[src/rtl/multi_serial_adder.sv]
// multi_serial_adder
// Bit-serial adder for NUM_IN operand streams. Each stream delivers a
// WORD_W-bit word LSB-first, one bit per accepted cycle. The block emits the
// column sums LSB-first. It then flushes the remaining CW carry bits. When a
// word ends, it presents the full-width parallel sum.
//
// Ports:
//   clk        rising-edge clock
//   rst        synchronous active-high reset
//   in_valid   in_bits/in_first are valid this cycle
//   in_first   marks bit 0 of a word on all streams
//   in_bits    one bit per stream (bit i = stream i)
//   in_ready   block accepts an input bit this cycle (low while flushing)
//   out_valid  out_bit is valid this cycle
//   out_bit    serial sum bit, LSB-first
//   word_done  one-cycle pulse with the final flush bit; word_sum is valid
//   word_sum   parallel sum of the most recently completed word
//   sync_err   one-cycle pulse on a framing violation
module multi_serial_adder #(
  parameter int NUM_IN = 4,
  parameter int WORD_W = 8,
  localparam int CW = $clog2(NUM_IN)
) (
  input  logic                 clk,
  input  logic                 rst,
  input  logic                 in_valid,
  input  logic                 in_first,
  input  logic [NUM_IN-1:0]    in_bits,
  output logic                 in_ready,
  output logic                 out_valid,
  output logic                 out_bit,
  output logic                 word_done,
  output logic [WORD_W+CW-1:0] word_sum,
  output logic                 sync_err
);

  localparam int SUM_W = WORD_W + CW;
  localparam int COL_W = CW + 1;
  localparam int CNT_W = $clog2(SUM_W + 1);
  localparam logic [CNT_W-1:0] LAST_DATA  = CNT_W'(WORD_W - 1);
  localparam logic [CNT_W-1:0] LAST_FLUSH = CNT_W'(SUM_W - 1);

  typedef enum logic [1:0] {IDLE, ACC, FLUSH} state_t;

  state_t           state_q, state_d;
  logic [CW-1:0]    carry_q, carry_d;
  logic [CNT_W-1:0] cnt_q, cnt_d;
  logic             out_valid_q, out_valid_d;
  logic             out_bit_q, out_bit_d;
  logic             word_done_q, word_done_d;
  logic             sync_err_q, sync_err_d;
  logic [SUM_W-1:0] shift_q, shift_d;
  logic [SUM_W-1:0] word_sum_q, word_sum_d;

  logic             accept;
  logic [CW-1:0]    carry_in;
  logic [COL_W-1:0] col_sum;

  assign in_ready = (state_q != FLUSH);
  assign accept   = in_valid & in_ready;

  // cnt_q counts emitted bit positions of the current word. It counts data
  // bits first and then flush bits, so one counter frames the whole word.
  // shift_q collects emitted bits from the top. After exactly SUM_W shifts,
  // bit k of shift_q is the bit emitted at index k. Bits left over from an
  // abandoned word are therefore always shifted out.
  always_comb begin
    state_d     = state_q;
    carry_d     = carry_q;
    cnt_d       = cnt_q;
    out_valid_d = 1'b0;
    out_bit_d   = 1'b0;
    word_done_d = 1'b0;
    sync_err_d  = 1'b0;
    shift_d     = shift_q;
    word_sum_d  = word_sum_q;

    // A word start always begins with a cleared carry.
    carry_in = in_first ? '0 : carry_q;
    col_sum  = COL_W'(carry_in);
    for (int i = 0; i < NUM_IN; i++) begin
      col_sum = col_sum + COL_W'(in_bits[i]);
    end

    case (state_q)
      IDLE, ACC: begin
        if (accept) begin
          if (in_first) begin
            // A start bit inside a word abandons the partial word.
            sync_err_d  = (state_q == ACC);
            out_valid_d = 1'b1;
            out_bit_d   = col_sum[0];
            carry_d     = col_sum[CW:1];
            shift_d     = {col_sum[0], shift_q[SUM_W-1:1]};
            cnt_d       = CNT_W'(1);
            state_d     = ACC;
          end else if (state_q == IDLE) begin
            sync_err_d = 1'b1;
          end else begin
            out_valid_d = 1'b1;
            out_bit_d   = col_sum[0];
            carry_d     = col_sum[CW:1];
            shift_d     = {col_sum[0], shift_q[SUM_W-1:1]};
            cnt_d       = cnt_q + 1'b1;
            if (cnt_q == LAST_DATA) begin
              state_d = FLUSH;
            end
          end
        end
      end
      FLUSH: begin
        out_valid_d = 1'b1;
        out_bit_d   = carry_q[0];
        carry_d     = carry_q >> 1;
        shift_d     = {carry_q[0], shift_q[SUM_W-1:1]};
        cnt_d       = cnt_q + 1'b1;
        if (cnt_q == LAST_FLUSH) begin
          state_d     = IDLE;
          cnt_d       = '0;
          word_done_d = 1'b1;
          word_sum_d  = shift_d;
        end
      end
      default: begin
        state_d = IDLE;
      end
    endcase
  end

  always_ff @(posedge clk) begin
    if (rst) begin
      state_q     <= IDLE;
      carry_q     <= '0;
      cnt_q       <= '0;
      out_valid_q <= 1'b0;
      out_bit_q   <= 1'b0;
      word_done_q <= 1'b0;
      sync_err_q  <= 1'b0;
      shift_q     <= '0;
      word_sum_q  <= '0;
    end else begin
      state_q     <= state_d;
      carry_q     <= carry_d;
      cnt_q       <= cnt_d;
      out_valid_q <= out_valid_d;
      out_bit_q   <= out_bit_d;
      word_done_q <= word_done_d;
      sync_err_q  <= sync_err_d;
      shift_q     <= shift_d;
      word_sum_q  <= word_sum_d;
    end
  end

  assign out_valid = out_valid_q;
  assign out_bit   = out_bit_q;
  assign word_done = word_done_q;
  assign sync_err  = sync_err_q;
  assign word_sum  = word_sum_q;

endmodule
[config.mk]
export PLATFORM = sky130hd
export DESIGN_NAME = multi_serial_adder
export DESIGN_NICKNAME = d
export VERILOG_FILES = /design/src/rtl/multi_serial_adder.sv
export SDC_FILE = /design/constraint.sdc
export NUM_CORES = 1
export LEC_CHECK = 0
export BUFFER_PORTS_ARGS = -buffer_cell sky130_fd_sc_hd__buf_2
export CAP_MARGIN = 5
export CELL_PAD_IN_SITES_DETAIL_PLACEMENT = 1
export CELL_PAD_IN_SITES_GLOBAL_PLACEMENT = 1
export CORE_ASPECT_RATIO = 0.8
export CORE_MARGIN = 2
export CORE_UTILIZATION = 37
export CTS_CLUSTER_DIAMETER = 30
export CTS_CLUSTER_SIZE = 40
export DETAILED_ROUTE_END_ITERATION = 10
export GPL_ROUTABILITY_DRIVEN = 0
export MAX_ROUTING_LAYER = met4
export PLACE_DENSITY_LB_ADDON = 0.1
export SLEW_MARGIN = 20
export SYNTH_ARGS = -nofsm -noshare
export SYNTH_HDL_FRONTEND = slang
export SYNTH_SLANG_ARGS = --single-unit
[constraint.sdc]
create_clock -name clk -period 2 [get_ports clk]
set_clock_uncertainty 0.1 [all_clocks]
set_input_delay 0.1 -clock clk [delete_from_list [all_inputs] [get_ports clk]]
set_output_delay 0.1 -clock clk [all_outputs]
set_load 0.005 [all_outputs]
# Yosys cells after proc, flatten, opt, wreduce, memory -nomap -nowiden
# Cells that the tools add are included.
word_totals:
  word_cells: 66
  regBits: 32
classes:
  eq_ne: 9
  add_sub_neg: 5
  reduce_logical: 8
  muxes: 31
  bitwise_logic: 4
ops:
  columns: ["operator", "count"]
  rows:
  - ["$mux 10", 3]
  - ["$pmux 10 s2", 1]
  - ["$mux 2", 9]
  - ["$mux 4", 4]
  - ["$add 3x1->3", 3]
  - ["$mux 1", 9]
  - ["$pmux 2 s2", 2]
  - ["$pmux 4 s2", 1]
  - ["$ne 2x2->1 const B", 3]
  - ["$ne 3x3->1 const B", 2]
  - ["$add 4x1->4 const B", 1]
  - ["$eq 4x3->1 const B", 1]
  - ["$eq 4x4->1 const B", 1]
  - ["$pmux 1 s2", 2]
  - ["$reduce_and 4->1", 1]
  - ["$reduce_or 2->1", 2]
  - ["$add 2x1->3", 1]
  - ["$not 1->1", 3]
  - ["$reduce_and 3->1", 1]
  - ["$reduce_or 3->1", 1]
  - ["$eq 2x1->1 const B", 1]
  - ["$eq 2x2->1 const B", 1]
  - ["$logic_not 2->1", 1]
  - ["$reduce_and 2->1", 1]
  - ["2 further kinds", 2]

# Depth between registers and ports, before layout
depth:
  depth_word: 9
  mapped_depth: 8
  ltp_nobuf: 7

# Worst setup path before layout
# OpenSTA, ideal clock, no wires.
synth_path:
  kind: "input-to-reg"
  from: "input port in_bits[0]"
  to: "register carry_q[0]"
  required_ns: 1.829
  stages: 7
  n_path_buf: 0
  setup_slack_ns: 0.114
  arrival_ns: 1.715
  path_cell_list: "fa_1 > fa_1 > inv_1 > fa_1 > nand2_1 > o211ai_1 > a21oi_1"
synth_between:
  elab_chain_len: 8
synth_rtl:
  columns: ["element", "line_no", "source"]
  rows:
  - ["from (decl)", "28", "input logic [NUM_IN-1:0] in_bits,"]
  - ["$add 2x1->3 *", "82", "col_sum = col_sum + COL_W'(in_bits[i]);"]
  - ["$add 3x1->3 * (3 in series)", "82", null]
  - ["$mux 2", "97", "end else if (state_q == IDLE) begin"]
  - ["$mux 2 *", "88", "if (in_first) begin"]
  - ["$mux 2 *", "87", "if (accept) begin"]
  - ["$pmux 2 s2 *", "85", "case (state_q)"]
  - ["to (signal assigned)", "143", "carry_q <= carry_d;"]
  - ["to (decl)", "46", "logic [CW-1:0] carry_q, carry_d;"]
# Every way passes the cells marked *; elsewhere a longest branch is shown, timed or not. The select of a mux whose other input is x is not followed.
# A chain may end at the register's enable or synchronous reset.

# Worst setup path in the final report
layout_path:
  from: "register carry_q[0]"
  to: "register carry_q[0]"
layout_between:
  elab_chain_len: 9
layout_rtl:
  columns: ["element", "line_no", "source"]
  rows:
  - ["$mux 2 *", "79", "carry_in = in_first ? '0 : carry_q;"]
  - ["$add 2x1->3 *", "82", null]
  - ["$add 3x1->3 * (3 in series)", "82", null]
  - ["$mux 2", "97", null]
  - ["$mux 2 *", "88", null]
  - ["$mux 2 *", "87", null]
  - ["$pmux 2 s2 *", "85", null]
# Marked as above.

==> flow_summary.ini <==
[grt]
track_usage_pct = 16.9
antenna_found_initial = 0
first_global_vias = 1149
grt_pass1_wl_um = 5290
grt_start_max_net_pins = 33
grt-ovfl-total = 0

[worst_setup_path]
cp.required_ns = 2.10
cp.arrival_ns = 1.92
reg2reg_depth = 7
worstSetupPathType = reg -> reg
r2r_setup_slack_ns = 0.18
critPathCaptureType = flop
path_max_fanout = 5
r2r_end = carry_q[0]
r2r-start = carry_q[0]
cp-start-kind = flop

[synth]
muxShareOfSynthArea_pct = 5.10
synth_top_family_by_area = simple AND/OR/NAND/NOR gates
synth_area_um2 = 1370
synth_xor_xnor_area_share_pct = 0.638
yosys_warnings = 0
async_flop_share_pct = 0
ys_seq_area_share_pct = 45.2
ys.flop_type = dfxtp_1
synth_nets = 168
ys_seq_elements = 31
synth.avg_cell_area_um2 = 8.86
synthSimpleGateAreaFrac_pct = 21.4
synth_edf_count = 0
synth_compound_area_share_pct = 16.0
synth_cell_types = 37
yosys.area_share.adder_pct = 6.20
synth_cells = 155

[floorplanning]
row_count = 19
dieHeight_um = 58.5
io_pins = 23
die-width_um = 72.1
dieArea_um2 = 4220
start_util_pct = 39.3
coreArea_um2 = 3490

[timing]
setup_viol = 0
report.final.slew_viol_count = 0
fmax_ghz = 0.549
hold_ws_ns = 0.0494
slew_headroom_pct = 60.3
fin_setup_tns_ns = 0
tightest_slew_ns = 0.596
period_needed_ns = 1.82
period_share_pct = 91.1
hold_viol_final = 0
rsz0062_at_grt = false
layout_setup_ws_ns = 0.177

[final_layout]
layout.nets = 190
seq_area_um2 = 622
area_delta_synth_final_pct = 17.3
multi_input_area_um2 = 678
fillers = 435
antennaDiodeCount = 0
drive_gt1_share_pct = 23.6

[drt]
post_drt_wl_per_cell_um = 13.8
drt_iter0_drc = 37
via_per_inst = 5.11
wl_um = 3050
drc = 0
firstDrtPassIters = 4
postRouteAntennaNets = 0
vias = 1124

[placement]
dp_hpwl_um = 2090
numPortBuffers = 22
dp_slack_ns = -0.102

[run]
drv_cap = 0

[hold_path]
min_from = in_valid
holdCritPathClass = in -> reg
min_path_cells = 2
whs_endpoint = sync_err

[cts]
h-tree-depth = 2
path_clk_slew_ns = 0.07
cts.sinks = 31
cts_setup_buffers = 0
numCtsBuffers = 5
cts_tree = yes
clockBufferDepth = 2
clock_latency_ns = 0.28
root_buffer = clkbuf_8

[pwr]
ir_drop_mv = 0.350
p_total_uw = 1410
powerDensity_nw_per_um2 = 876
p_leak_uw = 0.000616

[outcome]
status = completed
-- cell type report --
type	instances	area share [%]
multi-input cells	110	42.1
repair buffers	23	7.30
flip-flops and latches	31	38.6
clock inverters	2	2.18
well taps	42	3.26
inverters	6	1.40
clock buffers	6	5.13
-- through the flow --
stage / instance area [um2] / std cells / util [%]
after global placement: 1490 / 212 / 42.7
after floorplan: 1370 / 155 / -
after CTS: 1610 / 220 / 46.0
final: 1610 / 220 / 46.1
after detailed placement: 1490 / 212 / 42.7
after global routing: 1610 / 220 / 46.1
-- placed cells by master, fill, tap and decap left out, drive strengths merged --
cell     count
nand2       43
dfxtp       31
buf         23
a21oi       23
nor2        10
clkbuf       6
inv          6
fa           3
mux2i        3
nand3b       2
a311oi       2
nor3         2
o32ai        2
ha           2
nor2b        2
nand2b       1
o21ai        1
a2bb2oi      1
a211oi       1
mux2         1
o211ai       1
a21o         1
and3b        1
nand3        1
or3          1
a22oi        1
nand4b       1
a31oi        1
xor2         1
nor4b        1
or2          1
clkinv       1
bufinv       1
-- synth_stat cells, types with 2 or more instances --
library cell / count / share of area (%)
nand2_1: 43 / 12
dfxtp_1: 31 / 45
a21oi_1: 21 / 7.7
nor2_1: 10 / 2.7
inv_1: 5 / 1.4
clkbuf_1: 3 / 0.82
fa_1: 3 / 4.4
a21oi_2: 2 / 1.3
a311oi_1: 2 / 1.3
buf_2: 2 / 0.73
buf_6: 2 / 1.6
ha_1: 2 / 1.8
mux2i_4: 2 / 3.3
nand3b_1: 2 / 1.1
nor3_1: 2 / 0.73
o32ai_1: 2 / 1.3
-- worst max-delay path by stage --
stage	from	to	depth (start not counted)
after detailed placement	in_bits[0]	carry_q[0]	8
after CTS	carry_q[0]	carry_q[0]	7
after global placement	in_bits[0]	carry_q[0]	8
after floorplan	in_bits[0]	carry_q[0]	7
final	carry_q[0]	carry_q[0]	7
after global routing	carry_q[0]	carry_q[0]	7
-- cells by family after synthesis --
family | after synthesis
DFF | 31
and+or+nand+nor | 66
muxes | 4
xor gates and xnor gates | 1
buffers and inverters | 14
AOI/OAI and AO/OA | 34
adders and majority gates | 5
-- worst max-delay path, cell delays in order (launching register included) --
cell      delay [ns]
dfxtp_2         0.34
nor2b_1         0.14
fa_1            0.37
inv_1           0.08
fa_1            0.41
nand2_1         0.07
o211ai_1        0.07
a21oi_1         0.15
-- report_power, final --
part	leakage [uW]	internal [uW]	switching [uW]
sequential	0.000252	633	18.1
combinational	0.000303	52.1	74.1
clock	0.0000612	403	230
total	0.000616	1090	322
-- routing by layer --
metal | vias to the layer above | track usage, % | wire length (um) | part of all wire [%]
met5 | - | - | 0 | 0
met2 | 23 | 27.1 | 1370 | 45
li1 | 563 | - | - | -
met3 | 4 | 5.14 | 120 | 3.9
met4 | 0 | 4.85 | 30 | 0.98
met1 | 534 | 20.6 | 1530 | 50
-- timing repair --
action | 4_1_cts | 5_1_grt
endpoints found under the setup margin | 0 | 1
resized for setup | 0 | 1
hold buffers | 0 | 0
hold endpoints to repair | 0 | 0
-- registers in the layout, indices dropped and copies added, names as in the netlist --
signal,cells
shift_q,9
out_bit,1
sync_err,1
word_sum,10
word_done,1
carry_q,2
state_q,2
cnt_q,4
out_valid,1
No activity file was read; power rests on OpenSTA's default activity.
